File: src/rtl/nic3_pwr_seq_if.sv
// nic3_pwr_seq_if
// Slot power-sequencer signal bundle between the board power-control logic,
// the NIC3 slot rails and the sequencer.
//   master : board/slot side; drives the request, fault clear and power-goods,
//            observes the rail enables and status
//   slave  : sequencer side
// Signals:
//   pwr_req    1 = slot power requested
//   fault_clr  one-cycle pulse, clears a latched fault
//   pg_aux/pg_m12/pg_m33  rail power-good inputs
//   en_aux/en_m12/en_m33  rail enables
//   pwr_ok     slot fully powered
//   fault      latched fault flag
//   fault_code 0 none, 1 AUX t/o, 2 M12 t/o, 3 M33 t/o, 4 PG lost in ON
//   seq_state  sequencer state, debug only
interface nic3_pwr_seq_if;
   logic       pwr_req;
   logic       fault_clr;
   logic       pg_aux;
   logic       pg_m12;
   logic       pg_m33;
   logic       en_aux;
   logic       en_m12;
   logic       en_m33;
   logic       pwr_ok;
   logic       fault;
   logic [2:0] fault_code;
   logic [3:0] seq_state;

   modport master (
      output pwr_req, fault_clr, pg_aux, pg_m12, pg_m33,
      input  en_aux, en_m12, en_m33, pwr_ok, fault, fault_code, seq_state
   );

   modport slave (
      input  pwr_req, fault_clr, pg_aux, pg_m12, pg_m33,
      output en_aux, en_m12, en_m33, pwr_ok, fault, fault_code, seq_state
   );
endinterface

File: src/rtl/nic3_pwr_seq.sv
// nic3_pwr_seq
// OCP NIC3 slot power sequencer. Brings up AUX, MAIN 12V, MAIN 3V3 in order,
// each step gated on its power-good with a timeout, separated by fixed
// delays; powers down in reverse order; latches a fault code on a
// power-good timeout or on power-good loss while fully powered.
// Ports:
//   clk_in  system clock
//   iRst    asynchronous active-high reset
//   bus     nic3_pwr_seq_if.slave (request/power-good in, enables/status out)
// Parameters:
//   STEP_DLY    cycles held in each delay state (state lasts STEP_DLY+1)
//   PG_TIMEOUT  cycles allowed for a rail power-good before fault
module nic3_pwr_seq #(
   parameter logic [15:0] STEP_DLY   = 16'd1000,
   parameter logic [15:0] PG_TIMEOUT = 16'd5000
) (
   input  logic           clk_in,
   input  logic           iRst,
   nic3_pwr_seq_if.slave  bus
);

   typedef enum logic [3:0] {
      IDLE    = 4'd0,
      W_AUX   = 4'd1,
      D_AUX   = 4'd2,
      W_M12   = 4'd3,
      D_M12   = 4'd4,
      W_M33   = 4'd5,
      ON      = 4'd6,
      OFF_M33 = 4'd7,
      OFF_M12 = 4'd8,
      OFF_AUX = 4'd9,
      FAULT   = 4'd10
   } state_t;

   state_t      state_q, state_d;
   logic [15:0] cnt_q, cnt_d;
   logic        en_aux_q, en_aux_d;
   logic        en_m12_q, en_m12_d;
   logic        en_m33_q, en_m33_d;
   logic        pwr_ok_q, pwr_ok_d;
   logic        fault_q, fault_d;
   logic [2:0]  code_q, code_d;

   logic pg_exp, step_exp;
   assign pg_exp   = (cnt_q == PG_TIMEOUT);
   assign step_exp = (cnt_q == STEP_DLY);

   always_comb begin
      state_d = state_q;
      code_d  = code_q;
      case (state_q)
         IDLE:    if (bus.pwr_req && !fault_q) state_d = W_AUX;
         // power-good is checked ahead of the timeout, and both ahead of
         // a dropped request, so a late-but-valid pg still advances
         W_AUX: begin
            if (bus.pg_aux)        state_d = D_AUX;
            else if (pg_exp)       begin state_d = FAULT; code_d = 3'd1; end
            else if (!bus.pwr_req) state_d = OFF_AUX;
         end
         D_AUX: begin
            if (step_exp)          state_d = W_M12;
            else if (!bus.pwr_req) state_d = OFF_AUX;
         end
         W_M12: begin
            if (bus.pg_m12)        state_d = D_M12;
            else if (pg_exp)       begin state_d = FAULT; code_d = 3'd2; end
            else if (!bus.pwr_req) state_d = OFF_M12;
         end
         D_M12: begin
            if (step_exp)          state_d = W_M33;
            else if (!bus.pwr_req) state_d = OFF_M12;
         end
         W_M33: begin
            if (bus.pg_m33)        state_d = ON;
            else if (pg_exp)       begin state_d = FAULT; code_d = 3'd3; end
            else if (!bus.pwr_req) state_d = OFF_M33;
         end
         ON: begin
            if (!(bus.pg_aux && bus.pg_m12 && bus.pg_m33)) begin
               state_d = FAULT;
               code_d  = 3'd4;
            end else if (!bus.pwr_req) state_d = OFF_M33;
         end
         // power-down always runs to completion, request is ignored
         OFF_M33: if (step_exp) state_d = OFF_M12;
         OFF_M12: if (step_exp) state_d = OFF_AUX;
         OFF_AUX: if (step_exp) state_d = IDLE;
         FAULT: begin
            if (bus.fault_clr && !bus.pwr_req) begin
               state_d = IDLE;
               code_d  = 3'd0;
            end
         end
         default: begin
            state_d = IDLE;
            code_d  = 3'd0;
         end
      endcase

      // counter restarts on every state change and saturates
      if (state_d != state_q)    cnt_d = 16'd0;
      else if (cnt_q != 16'hFFFF) cnt_d = cnt_q + 16'd1;
      else                        cnt_d = cnt_q;

      // outputs are decoded from the next state so they change on the
      // same edge that enters the state
      en_aux_d = (state_d inside {W_AUX, D_AUX, W_M12, D_M12, W_M33, ON,
                                  OFF_M33, OFF_M12});
      en_m12_d = (state_d inside {W_M12, D_M12, W_M33, ON, OFF_M33});
      en_m33_d = (state_d inside {W_M33, ON});
      pwr_ok_d = (state_d == ON);
      fault_d  = (state_d == FAULT);
   end

   always_ff @(posedge clk_in or posedge iRst) begin
      if (iRst) begin
         state_q  <= IDLE;
         cnt_q    <= 16'd0;
         en_aux_q <= 1'b0;
         en_m12_q <= 1'b0;
         en_m33_q <= 1'b0;
         pwr_ok_q <= 1'b0;
         fault_q  <= 1'b0;
         code_q   <= 3'd0;
      end else begin
         state_q  <= state_d;
         cnt_q    <= cnt_d;
         en_aux_q <= en_aux_d;
         en_m12_q <= en_m12_d;
         en_m33_q <= en_m33_d;
         pwr_ok_q <= pwr_ok_d;
         fault_q  <= fault_d;
         code_q   <= code_d;
      end
   end

   assign bus.en_aux     = en_aux_q;
   assign bus.en_m12     = en_m12_q;
   assign bus.en_m33     = en_m33_q;
   assign bus.pwr_ok     = pwr_ok_q;
   assign bus.fault      = fault_q;
   assign bus.fault_code = code_q;
   assign bus.seq_state  = state_q;

endmodule

File: src/flat_wrapper.sv
// flat-port wrapper written by rule: the top's interface ports become plain ports
module nic3_pwr_seq_flat 
#(
   parameter logic [15:0] STEP_DLY   = 16'd1000,
   parameter logic [15:0] PG_TIMEOUT = 16'd5000
)
  (clk_in, iRst, bus_pwr_req, bus_fault_clr, bus_pg_aux, bus_pg_m12, bus_pg_m33, bus_en_aux, bus_en_m12, bus_en_m33, bus_pwr_ok, bus_fault, bus_fault_code, bus_seq_state);
  nic3_pwr_seq_if bus_i ();
  input  logic clk_in;
  input  logic iRst;
  input wire logic [$bits(bus_i.pwr_req)-1:0] bus_pwr_req;
  input wire logic [$bits(bus_i.fault_clr)-1:0] bus_fault_clr;
  input wire logic [$bits(bus_i.pg_aux)-1:0] bus_pg_aux;
  input wire logic [$bits(bus_i.pg_m12)-1:0] bus_pg_m12;
  input wire logic [$bits(bus_i.pg_m33)-1:0] bus_pg_m33;
  output wire logic [$bits(bus_i.en_aux)-1:0] bus_en_aux;
  output wire logic [$bits(bus_i.en_m12)-1:0] bus_en_m12;
  output wire logic [$bits(bus_i.en_m33)-1:0] bus_en_m33;
  output wire logic [$bits(bus_i.pwr_ok)-1:0] bus_pwr_ok;
  output wire logic [$bits(bus_i.fault)-1:0] bus_fault;
  output wire logic [$bits(bus_i.fault_code)-1:0] bus_fault_code;
  output wire logic [$bits(bus_i.seq_state)-1:0] bus_seq_state;
  assign bus_i.pwr_req = bus_pwr_req;
  assign bus_i.fault_clr = bus_fault_clr;
  assign bus_i.pg_aux = bus_pg_aux;
  assign bus_i.pg_m12 = bus_pg_m12;
  assign bus_i.pg_m33 = bus_pg_m33;
  assign bus_en_aux = bus_i.en_aux;
  assign bus_en_m12 = bus_i.en_m12;
  assign bus_en_m33 = bus_i.en_m33;
  assign bus_pwr_ok = bus_i.pwr_ok;
  assign bus_fault = bus_i.fault;
  assign bus_fault_code = bus_i.fault_code;
  assign bus_seq_state = bus_i.seq_state;
  nic3_pwr_seq #(.STEP_DLY(STEP_DLY), .PG_TIMEOUT(PG_TIMEOUT)) u_core (.clk_in(clk_in), .iRst(iRst), .bus(bus_i));
endmodule
File: config.mk
export PLATFORM = sky130hd
export DESIGN_NAME = nic3_pwr_seq_flat
export DESIGN_NICKNAME = d
export VERILOG_FILES = /design/src/rtl/nic3_pwr_seq_if.sv /design/src/rtl/nic3_pwr_seq.sv /design/src/flat_wrapper.sv
export SDC_FILE = /design/constraint.sdc
export NUM_CORES = 1
export LEC_CHECK = 0
export ABC_AREA = 1
export CORE_AREA = 2 2 67 75
export DETAILED_ROUTE_END_ITERATION = 7
export DIE_AREA = 0 0 69 77
export GPL_ROUTABILITY_DRIVEN = 0
export HOLD_SLACK_MARGIN = 0.03
export PLACE_DENSITY = 0.68
export SYNTH_ARGS = -nofsm -noshare
export SYNTH_HDL_FRONTEND = slang
export SYNTH_SLANG_ARGS = --single-unit
File: constraint.sdc
create_clock -name clk_in -period 2.2 [get_ports clk_in]
set_input_delay 0.44 -clock clk_in [delete_from_list [all_inputs] [get_ports clk_in]]
set_output_delay 0.44 -clock clk_in [all_outputs]
set_load 0.005 [all_outputs]
Word level (Yosys, flattened, before mapping)
Index checks and enable logic that the tools add are counted.

Add/sub/neg operators: 1. Equal/unequal tests: 31. Multiplexer cells: 29. Bitwise operators: 1. Reductions and logical operators: 13.

Operators by type and width (number): $mux W4 (17); $pmux W4 S11 (1); $eq A4 B3 Y1 const B (8); $mux W16 (2); $mux W3 (8); $eq A4 B4 Y1 const B (5); $pmux W3 S6 (1); $add A16 B1 Y16 const B (1); $eq A16 B10 Y1 const B (1); $eq A16 B13 Y1 const B (1); $eq A4 B2 Y1 const B (4); $ne A16 B16 Y1 const B (1); $reduce_and A9 Y1 (1); $eq A4 B1 Y1 const B (2); $ne A2 B1 Y1 const B (4); $ne A2 B2 Y1 const B (4); $reduce_bool A8 Y1 (1); $reduce_or A6 Y1 (1); $reduce_bool A5 Y1 (1); $logic_and A1 B1 Y1 (4); $logic_not A4 Y1 (1); $ne A4 B4 Y1 (1); $reduce_bool A2 Y1 (2); $logic_not A1 Y1 (2); $not A1 Y1 (1).

Bits in registers: 28. Bits of input ports: 7. Output and inout bits: 12. Word-level logic and storage cells: 83.

Depth between registers and ports, before layout
Gate-level depths: netlist of run 1.

Depth in word-level cells: 6. Gate-level depth with buffers: 16. Mapped depth without buffers: 14.

Worst setup path after synthesis of run 1
Ideal clock, no wire load.

Path type: reg-to-reg. From: register u_core.cnt_q[0]. To: register u_core.cnt_q[12]. Data arrival time: 1.736 ns. Data required time: 2.074 ns. Path slack: 0.338 ns. Cell stages (with the launch flop): 15. Buffers on the path: 1. Clock period less this slack: 1.862 ns. Cell sequence: dfrtp_1 > inv_1 > ha_1 > nand3_1 > nor2_4 > nand2_4 > nand2_1 > nand3_2 > nor2_4 > nand2_2 > nand2_1 > nand2_2 > nand2_4 > buf_6 > nor3_2.

Cells in the longest elaborated chain, start to end: 6.

RTL lines: from (decl) (line nic3_pwr_seq.sv:37) `logic [15:0] cnt_q, cnt_d;`; from (signal assigned) (line nic3_pwr_seq.sv:128) `cnt_q <= cnt_d;`; $eq A16 B13 Y1 (line nic3_pwr_seq.sv:46) `assign pg_exp = (cnt_q == PG_TIMEOUT);`; $mux W4 (on tied branches) (line nic3_pwr_seq.sv:76, nic3_pwr_seq.sv:67, nic3_pwr_seq.sv:58); $mux W4 (on tied branches) (line nic3_pwr_seq.sv:75, nic3_pwr_seq.sv:66, nic3_pwr_seq.sv:57); $pmux W4 S11 (*) (line nic3_pwr_seq.sv:52) `case (state_q)`; named net u_core.state_d[0] (line nic3_pwr_seq.sv:36) `state_t state_q, state_d;`; $ne A4 B4 Y1 (*) (line nic3_pwr_seq.sv:102) `if (state_d != state_q) cnt_d = 16'd0;`; $mux W16 or $reduce_bool A2 Y1 (tied branches).

Mark *: on every way through the listed nets, which the timed path passes. The rest lies on a longest branch. The select of a mux whose other input is x is not followed. A chain may end at the register's enable or synchronous reset.

Worst setup path in the final report of run 1
From: register u_core.state_q[1], in the netlist u_core.bus.seq_state[1]. To: register u_core.cnt_q[3].

RTL lines: from (decl) (line nic3_pwr_seq.sv:36); from (signal assigned) (line nic3_pwr_seq.sv:127) `state_q <= state_d;`; $eq A4 B4 Y1 (tied with other cells) (line nic3_pwr_seq.sv:52); $pmux W4 S11 (*) (line nic3_pwr_seq.sv:52); named net u_core.state_d[3] (line nic3_pwr_seq.sv:36); $ne A4 B4 Y1 (*) (line nic3_pwr_seq.sv:102); $mux W16 or $reduce_bool A2 Y1 (tied branches).

Mark *: on every way through the listed nets, which the timed path passes. The rest lies on a longest branch.

==> impl_metrics.tcl, run 1 <==
set metrics [dict create \
    diodes 0 \
    htreeDepth 1 \
    fill_cells 448 \
    met1Wirelength_mm 2.26 \
    cp.arrival_ns 2.20 \
    nNetsFinal 361 \
    reg2reg_setup_slack_ns 0.18 \
    path_class "reg2reg" \
    ys_seq_area_frac 0.320 \
    synth_warnings 0 \
    tightest_slew_ns 0.434 \
    fp.dieW_um 69 \
    outcome "finished clean" \
    drc 0 \
    pin_count 19 \
    antenna_found_initial 0 \
    cts.clk_slew.worst_paths_ns 0.10 \
    max_slew_margin 0.708 \
    grt_usage 0.198 \
    highest_layer "met4" \
    clock_sinks 28 \
    syn_to_final_growth_pct 17.9 \
    clk_latency_ns 0.27 \
    post_cts_buffers 0 \
    grt_first_pass_wirelength_mm 8.74 \
    syn_area_um2 2190 \
    cts_tree "built" \
    end_kind "flop" \
    cp_max_fo 16 \
    portBuffers 18 \
    rows 26 \
    rsz0062_at_grt "yes" \
    synthCells 320 \
    drt-initial-drc-count 152 \
    min_period_ns 2.02 \
    ant_nets 0 \
    reg2reg_depth 12 \
    hold_viol 0 \
    syn_avg_cell_area_um2 6.85 \
    cts_resized 0 \
    dieArea_um2 5310 \
    gr-total-overflow 0 \
    hpwl_mm 3.92 \
    r2r_start "u_core.bus.seq_state[1]" \
    post_route_cells_drive_above_1_share 0.202 \
    cts-root-buf "clkbuf_8" \
    maxCapViolations 0 \
    wl_mm 5.03 \
    cts_buffer_depth 2 \
    r2r-end "u_core.cnt_q[3]" \
    avgViaCountPerCell 5.00 \
    wl_per_cell_um 12.3 \
    firstDrtPassIters 4 \
    cts_buffers 3 \
    max_freq_mhz 496 \
    fin_crit_sh 0.917 \
    ys_types 30 \
    start_util 0.481 \
    hold_path.class "in2async" \
    setup-violations-final 0 \
    route.met2.wl_mm 2.57 \
    tns_ns 0 \
    drv_slew 0 \
    via_count 2037 \
    power.leakage_nw 1.32 \
    die_y_um 77 \
    cts_hold_buf 0 \
    postPlaceCellArea_um2 2500 \
    powerDensity_nw_per_um2 1050 \
    syn_nets 329 \
    critPathLaunchType "flop" \
    grt_pass1_vias 1964 \
    cp_data_required_time_ns 2.39 \
    finClkSkew_ns 0.0106 \
    synth_seq_cells 28 \
    coreArea_um2 4550 \
    routed-wl-met3_um 139 \
    irDropWorstVdd_v 0.000813 \
    grt_start_max_net_pins 29 \
    fin_area_um2 2580 \
]
[logic make-up (layout without fill, tap and decap cells)]
family | Yosys count | in the layout | share of synthesized area
and+or+nand+nor | 209 | 209 | 0.481
xor gates and xnor gates | 8 | 8 | 0.0320
AOI/OAI and AO/OA | 21 | 21 | 0.0537
buffers and inverters | 52 | 83 | 0.103
adders and majority gates | 2 | 2 | 0.0114
DFF | 28 | 28 | 0.320
[cell usage after synthesis]
cell / n / share of area
and3_1: 1 / 0.0029
o21ai_2: 1 / 0.0040
nand2_1: 87 / 0.15
o21ai_0: 8 / 0.018
nor2_2: 7 / 0.020
dfrtp_1: 28 / 0.32
nand3_1: 23 / 0.053
inv_1: 41 / 0.070
nor3_1: 7 / 0.016
nor2_4: 4 / 0.021
buf_6: 3 / 0.015
buf_4: 1 / 0.0034
nor2_8: 1 / 0.0091
inv_2: 5 / 0.0086
ha_1: 2 / 0.011
nor4_1: 2 / 0.0057
nor3_2: 11 / 0.050
nand4_1: 8 / 0.023
nand2_2: 11 / 0.031
a21oi_1: 7 / 0.016
a21o_1: 1 / 0.0034
inv_4: 1 / 0.0029
o21ai_1: 1 / 0.0023
nand2_4: 5 / 0.026
o22ai_1: 2 / 0.0057
nor2_1: 41 / 0.070
a21oi_2: 1 / 0.0040
nand3_2: 1 / 0.0046
xor2_1: 8 / 0.032
clkinv_2: 1 / 0.0023
[how the worst max path moves through the flow]
| stage | endpoint | from | slack, ns | cells after the start |
|---|---|---|---|---|
| 2_1_floorplan | u_core.cnt_q[12] | u_core.cnt_q[0] | 0.34 | 14 |
| 3_3_place_gp | u_core.cnt_q[3] | bus_pwr_req | -0.01 | 12 |
| 3_5_place_dp | u_core.cnt_q[2] | bus_pwr_req | -0.1 | 12 |
| 4_1_cts | u_core.cnt_q[2] | u_core.cnt_q[0] | 0.03 | 12 |
| 5_1_grt | u_core.cnt_q[3] | u_core.cnt_q[1] | -0.01 | 12 |
| 6_report | u_core.cnt_q[3] | u_core.bus.seq_state[1] | 0.18 | 12 |
[layout make-up]
type / count / area [um^2] / area share
Inverter: 48 / 184 / 0.0712
Tap cell: 56 / 70.1 / 0.0271
Multi-Input combinational cell: 240 / 1300 / 0.502
Timing Repair Buffer: 31 / 278 / 0.107
Clock buffer: 4 / 55.1 / 0.0213
Sequential cell: 28 / 701 / 0.271
[sequential cells by signal (all words and copies together), names as in the netlist]
| signal | count |
|---|---|
| u_core.bus.seq_state | 4 |
| u_core.bus.en_aux | 1 |
| u_core.bus.fault | 1 |
| u_core.bus.pwr_ok | 1 |
| u_core.cnt_q | 16 |
| u_core.bus.fault_code | 3 |
| u_core.bus.en_m33 | 1 |
| u_core.bus.en_m12 | 1 |
[per-layer routing]
layer  track usage  vias up
met5             0        -
met4        0.0627        0
met3        0.0145        4
met2         0.358       49
met1         0.249      919
li1              -     1065
[metrics by stage]
step	power [mW]	worst slack [ns]	util	hold WS, ns	instances
after detailed placement	2.33	-0.0973	0.549	0.501	403
final	2.73	0.183	0.568	0.521	407
after global routing	2.97	-0.0141	0.568	0.562	407
after floorplan	1.93	0.338	-	0.488	320
after CTS	2.65	0.0349	0.561	0.526	407
after global placement	2.31	-0.0114	0.549	0.493	403
[cells in the final DEF (no fill, tap or decap)]
cell	Yosys	final
clkdlybuf4s50_1	0	18
o22ai_1	2	2
nor2_2	7	8
clkinv_2	1	1
and3_1	1	1
dfrtp_1	28	28
a21o_1	1	1
xor2_1	8	8
nand4_1	8	8
clkbuf_8	0	4
nand2_8	0	1
nor3_2	11	14
buf_4	1	13
nor3_1	7	4
nand2_2	11	11
a21oi_2	1	1
nor2_1	41	40
a21oi_1	7	7
nand2_4	5	4
o21ai_2	1	1
nand3_2	1	2
nor2_8	1	1
nor2_4	4	4
inv_2	5	5
inv_1	41	41
nor4_1	2	2
o21ai_1	1	1
ha_1	2	2
nand3_1	23	22
o21ai_0	8	8
inv_4	1	1
nand2_1	87	87
[worst max-delay path, stage by stage, from the launching register on]
cell	delay (ns)
dfrtp_1	0.62
inv_2	0.14
nor2_4	0.14
nand2_1	0.11
nand2_1	0.09
nand2_1	0.05
a21oi_1	0.13
nor2_1	0.08
nand2_2	0.07
nand2_1	0.06
nand2_2	0.08
nand2_4	0.16
nor3_1	0.21
[report_power, final]
group	switching (mW)	internal, mW	leakage [nW]
sequential	0.0975	0.611	0.379
combinational	1.10	0.599	0.908
clock	0.162	0.160	0.0288
No activity file was read; power rests on OpenSTA's default activity.
==> run 2, diff against run 1 <==
Settings changed: CTS_CLUSTER_DIAMETER from default to 50, PLACE_DENSITY 0.68 to 0.77.
==> run 2 against run 1 <==
Effect of this change:
- combinational power down 5%
- setup slack improved by 0.0017 ns
- cell count fell by 1.2%
- critical path depth grew 1
- via count up 1.5%
- flip-flop and latch count unchanged
- critical endpoint is now u_core.cnt_q[5]
- clock skew is 0.0047 ns lower
- clock power decreased by 2%
- final area decreased by 1.7%
==> impl_metrics.tcl, run 2 (synthesized netlist as in run 1, its figures left out) <==
set metrics [dict create \
    outcome "finished clean" \
    cp_data_required_time_ns 2.36 \
    powerDensity_nw_per_um2 1040 \
    fin_crit_sh 0.916 \
    whs_ns 0.513 \
    drc 0 \
    cts_hold_buf 0 \
    rsz0062_at_grt "no" \
    clock_sinks 28 \
    dieArea_um2 5310 \
    finClkSkew_ns 0.00594 \
    final_cells 402 \
    min_period_ns 2.02 \
    coreArea_um2 4550 \
    ff_latch_area_um2 702 \
    fin_area_um2 2540 \
    wl_mm 4.87 \
    power.leakage_nw 1.30 \
    ant_nets 0 \
    antenna_found_initial 0 \
    final_cell_mix "nand2_1, inv_1, nor2_1" \
    gr-total-overflow 0 \
    avgViaCountPerCell 5.14 \
    largest-register "u_core.cnt_q" \
    syn_to_final_growth_pct 15.9 \
    setup-violations-final 0 \
    nNetsFinal 356 \
    cp_max_fo 16 \
    pin_count 19 \
    placed_cells 398 \
    hold_path.class "reg2reg" \
    fill_cells 462 \
    wl_per_cell_um 12.1 \
    start_util 0.481 \
    cp_top_family "simple AND/OR/NAND/NOR gates" \
    postPlaceCellArea_um2 2460 \
    die_y_um 77 \
    pre_cts_slack_ns -0.120 \
    grt_usage 0.194 \
    drt-initial-drc-count 130 \
    drv_slew 0 \
    fin_util 0.558 \
    critPathLaunchType "flop" \
    maxCapViolations 0 \
    hold_viol 0 \
    rows 26 \
    crit_chain "inv_1 -> ha_1 -> nand3_2 -> nor2_4 -> nand2_4 -> nand2_1 -> nand3_2 -> nor2_4 -> nand2_2 -> nand2_1 -> nand2_2 -> nand2_8 -> nor3_1" \
    post_route_cells_drive_above_1_share 0.185 \
    firstDrtPassIters 4 \
    max_slew_margin 0.684 \
    cts_tree "built" \
    clk_latency_ns 0.27 \
    portBuffers 18 \
    multi_input_area_um2 1290 \
    fin_ws_ns 0.185 \
    tns_ns 0 \
    crit_slowest_cell "dfrtp_1" \
    critical_path_buf_inv_count 1 \
    htreeDepth 1 \
    grt_start_max_net_pins 29 \
    via_count 2068 \
    cts_buffers 3 \
    max_freq_mhz 496 \
    final_common_cell "nand2_1" \
    cp.arrival_ns 2.17 \
    end_kind "flop" \
    cts_buffer_depth 2 \
    hpwl_mm 3.80 \
    irDropWorstVdd_v 0.000785 \
    cts-root-buf "clkbuf_8" \
    cts.clk_slew.worst_paths_ns 0.09 \
    largest_reg_flops 16 \
    tightest_slew_ns 0.470 \
    diodes 0 \
    max_stage_delay_ns 0.43 \
    grt_first_pass_wirelength_mm 8.56 \
    grt_pass1_vias 1964 \
    fp.dieW_um 69 \
    finalPower_mw 2.64 \
    path_class "reg2reg" \
]
==> run 2: cell types whose count changed in the layout (fill, tap and decap cells not counted) <==
cell / previous run / this run
nor3_2: 14 / 11
dfrtp_1: 28 / 27
nor3_1: 4 / 7
clkdlybuf4s50_1: 18 / 17
dlymetal6s2s_1: 0 / 1
nor2_2: 8 / 7
dfrtp_2: 0 / 1
buf_4: 13 / 8
nor2_4: 4 / 5
==> run 2: worst min-delay path: cells and delay by family (launching register included) <==
kind / cells / cell delay (ns)
AO/OA/AOI/OAI: 1 / 0.08
AND/OR/NAND/NOR: 1 / 0.05
flip-flops: 1 / 0.35
==> run 2: worst paths after layout <==
path | startpoint | to | slack, ns | depth (start not counted)
worst max-delay path | u_core.cnt_q[0] | u_core.cnt_q[5] | 0.18 | 13
worst min-delay path | u_core.bus.fault_code[1] | u_core.bus.fault_code[1] | 0.51 | 2
worst max register to register | u_core.cnt_q[0] | u_core.cnt_q[5] | 0.18 | 13
worst min register to register | u_core.bus.fault_code[1] | u_core.bus.fault_code[1] | 0.51 | 2
max in group asynchronous | iRst | u_core.bus.seq_state[1] | 1.40 | 3
min in group asynchronous | iRst | u_core.cnt_q[8] | 0.52 | 3
==> run 2: cell type report <==
cell class,count,share of cell area
flip-flops and latches,28,0.276
well taps,56,0.0276
multi-input cells,240,0.507
inverters,48,0.0724
repair buffers,26,0.0955
clock buffers,4,0.0217
==> run 2: per-layer routing <==
| layer | vias to the layer above | share of wire | routed length [um] | track usage |
|---|---|---|---|---|
| met4 | 0 | 0.033 | 160 | 0.0824 |
| li1 | 1064 | - | - | - |
| met1 | 928 | 0.42 | 2070 | 0.235 |
| met3 | 17 | 0.035 | 172 | 0.0250 |
| met5 | - | 0 | 0 | 0 |
| met2 | 59 | 0.51 | 2470 | 0.344 |
==> run 2: power by group <==
part / internal, mW / switching (mW)
clock: 0.160 / 0.155
combinational: 0.571 / 1.05
sequential: 0.613 / 0.0915
total: 1.34 / 1.29
==> run 2: timing repair <==
action	CTS	global route
resized for setup	0	6
endpoints found under the hold margin	0	0
endpoints found under the setup margin	0	17
setup buffers	0	0
==> run 3, diff against run 2 <==
Settings changed: SLEW_MARGIN from default to 20.
==> results of run 3 <==
No change in the layout: final DEF, timing and power equal those of run 2.
==> patch, RTL diff (config.mk and constraints of run 1) <==
Make the reset (`iRst`) synchronous in one clocked block. Comments in the files are not updated.
--- a/src/rtl/nic3_pwr_seq.sv
+++ b/src/rtl/nic3_pwr_seq.sv
@@ -113,7 +113,7 @@
       fault_d  = (state_d == FAULT);
    end
 
-   always_ff @(posedge clk_in or posedge iRst) begin
+   always_ff @(posedge clk_in) begin
       if (iRst) begin
          state_q  <= IDLE;
          cnt_q    <= 16'd0;
Formal check against the unedited RTL: differs if iRst is asserted again (counterexample within 4 cycles, from zero or initial values and one cycle with iRst high); with iRst held inactive, the same outputs for 10 cycles.
==> patch against run 1 <==
  * Clock skew decreased by 0.0076 ns
  * Sequential cell count unchanged
  * Final area shrank 7.9%
  * Worst setup slack improved by 0.0056 ns
  * Sequential share of layout area is 3.5 points lower
  * Wire length fell by 14%
  * Largest cell class unchanged
  * Utilization decreased by 4.5 points
  * Via count is 8.5% lower
  * Area after synthesis shrank 10%
Power is not compared: it rests on default switching activity, and its combinational part moved more than twofold at a synthesized area within 25%.
==> patch: results <==
group,metric,value,unit
critical_path,crit_fanout,7,
finish,fin_nets,339,
logic_synthesis,synth_common_cells,"72 x nand2_1, 46 x nor2_1, 33 x inv_1",
power_and_ir_drop,ir_drop,0.0003503,V
logic_synthesis,syn-num-nets,304,
global_routing,gr-usage-all-layers,17.68,%
clock_network,insertion_delay,0.28,ns
critical_path,crit_path_max_incr_delay,0.50,ns
place,io_buffers,18,
logic_synthesis,async_reset_ff_share,0,%
global_routing,antenna_found_initial,0,
critical_path,crit_family,"simple AND/OR/NAND/NOR gates",
power_and_ir_drop,power.leakage,0.001025,uW
logic_synthesis,synthTopCellsByArea,"dfxtp_1 28%, nand2_1 14%, nor2_1 8.8%, nor2_4 8.0%, inv_1 6.3%",
global_routing,grt_pass1_vias,1841,
drt,dr.pass1.iters,4,
critical_path,r2r_cells,13,
finish,fill_cells,463,
global_routing,grt_max_degree,16,
global_routing,grt_first_pass_wirelength,7755,um
clock_network,cts_buffers,3,
finish,drive_gt1_share,19.76,%
place,dp_hpwl,3463,um
clock_network,postCtsSetupBuffers,0,
finish,area_growth,20.83,%
finish,antenna_cells,0,
outcome,status,"finished, final reports clean",
drt,first_iter_violations,120,
finish,largest_reg_flops,16,
clock_network,htreeDepth,1,
critical_path,crit_arrival,2.18,ns
clock_network,cts.clk_slew.worst_paths,0.09,ns
timing,skew,0.003087,ns
drt,wl_per_cell,11.19,um
logic_synthesis,ys_seq_area_share,28.44,%
timing,worstMarginPinSlew,0.3697,ns
finish,top_register,"u_core.cnt_q",
clock_network,cts-resized-gates,0,
logic_synthesis,yosysUniqueCellTypes,32,
critical_path,crit_end,"u_core.cnt_q[5]",
critical_path,cp_slowest_cell,"dfxtp_1",
timing,fmax,497.2,MHz
hold_path,min_path_type,"reg2reg",
place,place_area,2320,um^2
logic_synthesis,yosysWarnings,0,
hold_path,hp-start,"u_core.bus.fault_code[0]",
clock_network,root_buffer,"clkbuf_8",
critical_path,cp-startpoint,"u_core.bus.seq_state[3]",
drt,num_vias,1864,
critical_path,r2r_setup_slack,0.19,ns
clock_network,clk_path_buf_depth,2,
patch: changes by cell type after synthesis, moves of 8 or more:
cell / delta
inv_1: -8
nor2_4: +10
nand2_1: -15
dfrtp_1: -28
nor3_2: -11
dfxtp_1: +28
patch: tightest hold or removal path: stages, from the launching register on:
cell and delay [ns]:
dfxtp_1 0.32, nand2_1 0.06, a21oi_1 0.06
patch: cell families (layout without fill, tap and decap cells):
kind of cell	count (synthesis)	count (layout)	synth area share (%)
DFF	28	28	28.44
xor gates and xnor gates	12	12	5.334
buffers and inverters	41	75	9.206
adders and majority gates	2	2	1.270
and+or+nand+nor	192	192	50.03
AOI/OAI and AO/OA	20	20	5.714
patch: metal layers:
layer	track usage, %	vias to the layer above	wire, um
met4	10.78	0	186
met5	0	-	0
met1	21.24	812	1881
met2	29.62	44	2071
li1	-	995	-
met3	2.497	13	168
patch: through the flow:
stage / cells / hold slack, ns / power, uW / setup slack (ns)
after global placement: 381 / 0.4610 / 1384 / -0.09566
after floorplan: 295 / 0.4547 / 1135 / 0.3767
after global routing: 385 / 0.5000 / 1818 / 0.0005957
final: 385 / 0.4763 / 1686 / 0.1886
after detailed placement: 381 / 0.4642 / 1385 / -0.1334
after CTS: 385 / 0.4784 / 1707 / 0.1116
patch: worst min-delay path by stage:
stage                               end  cells past startpoint
3_5_place_dp   u_core.bus.fault_code[1]                      2
2_1_floorplan  u_core.bus.fault_code[0]                      2
5_1_grt        u_core.bus.fault_code[0]                      2
6_report       u_core.bus.fault_code[0]                      2
3_3_place_gp   u_core.bus.fault_code[1]                      2
4_1_cts        u_core.bus.fault_code[1]                      2
patch: final cells by class:
type | instances | share of cell area (%)
Multi-Input combinational cell | 226 | 51.81
Clock buffer | 4 | 2.312
Sequential cell | 28 | 23.59
Timing Repair Buffer | 33 | 13.35
Tap cell | 56 | 2.943
Inverter | 38 | 5.991
patch: report_power, final:
group / switching, uW / internal [uW]
sequential: 52.2 / 549
clock: 154 / 160
combinational: 429 / 341
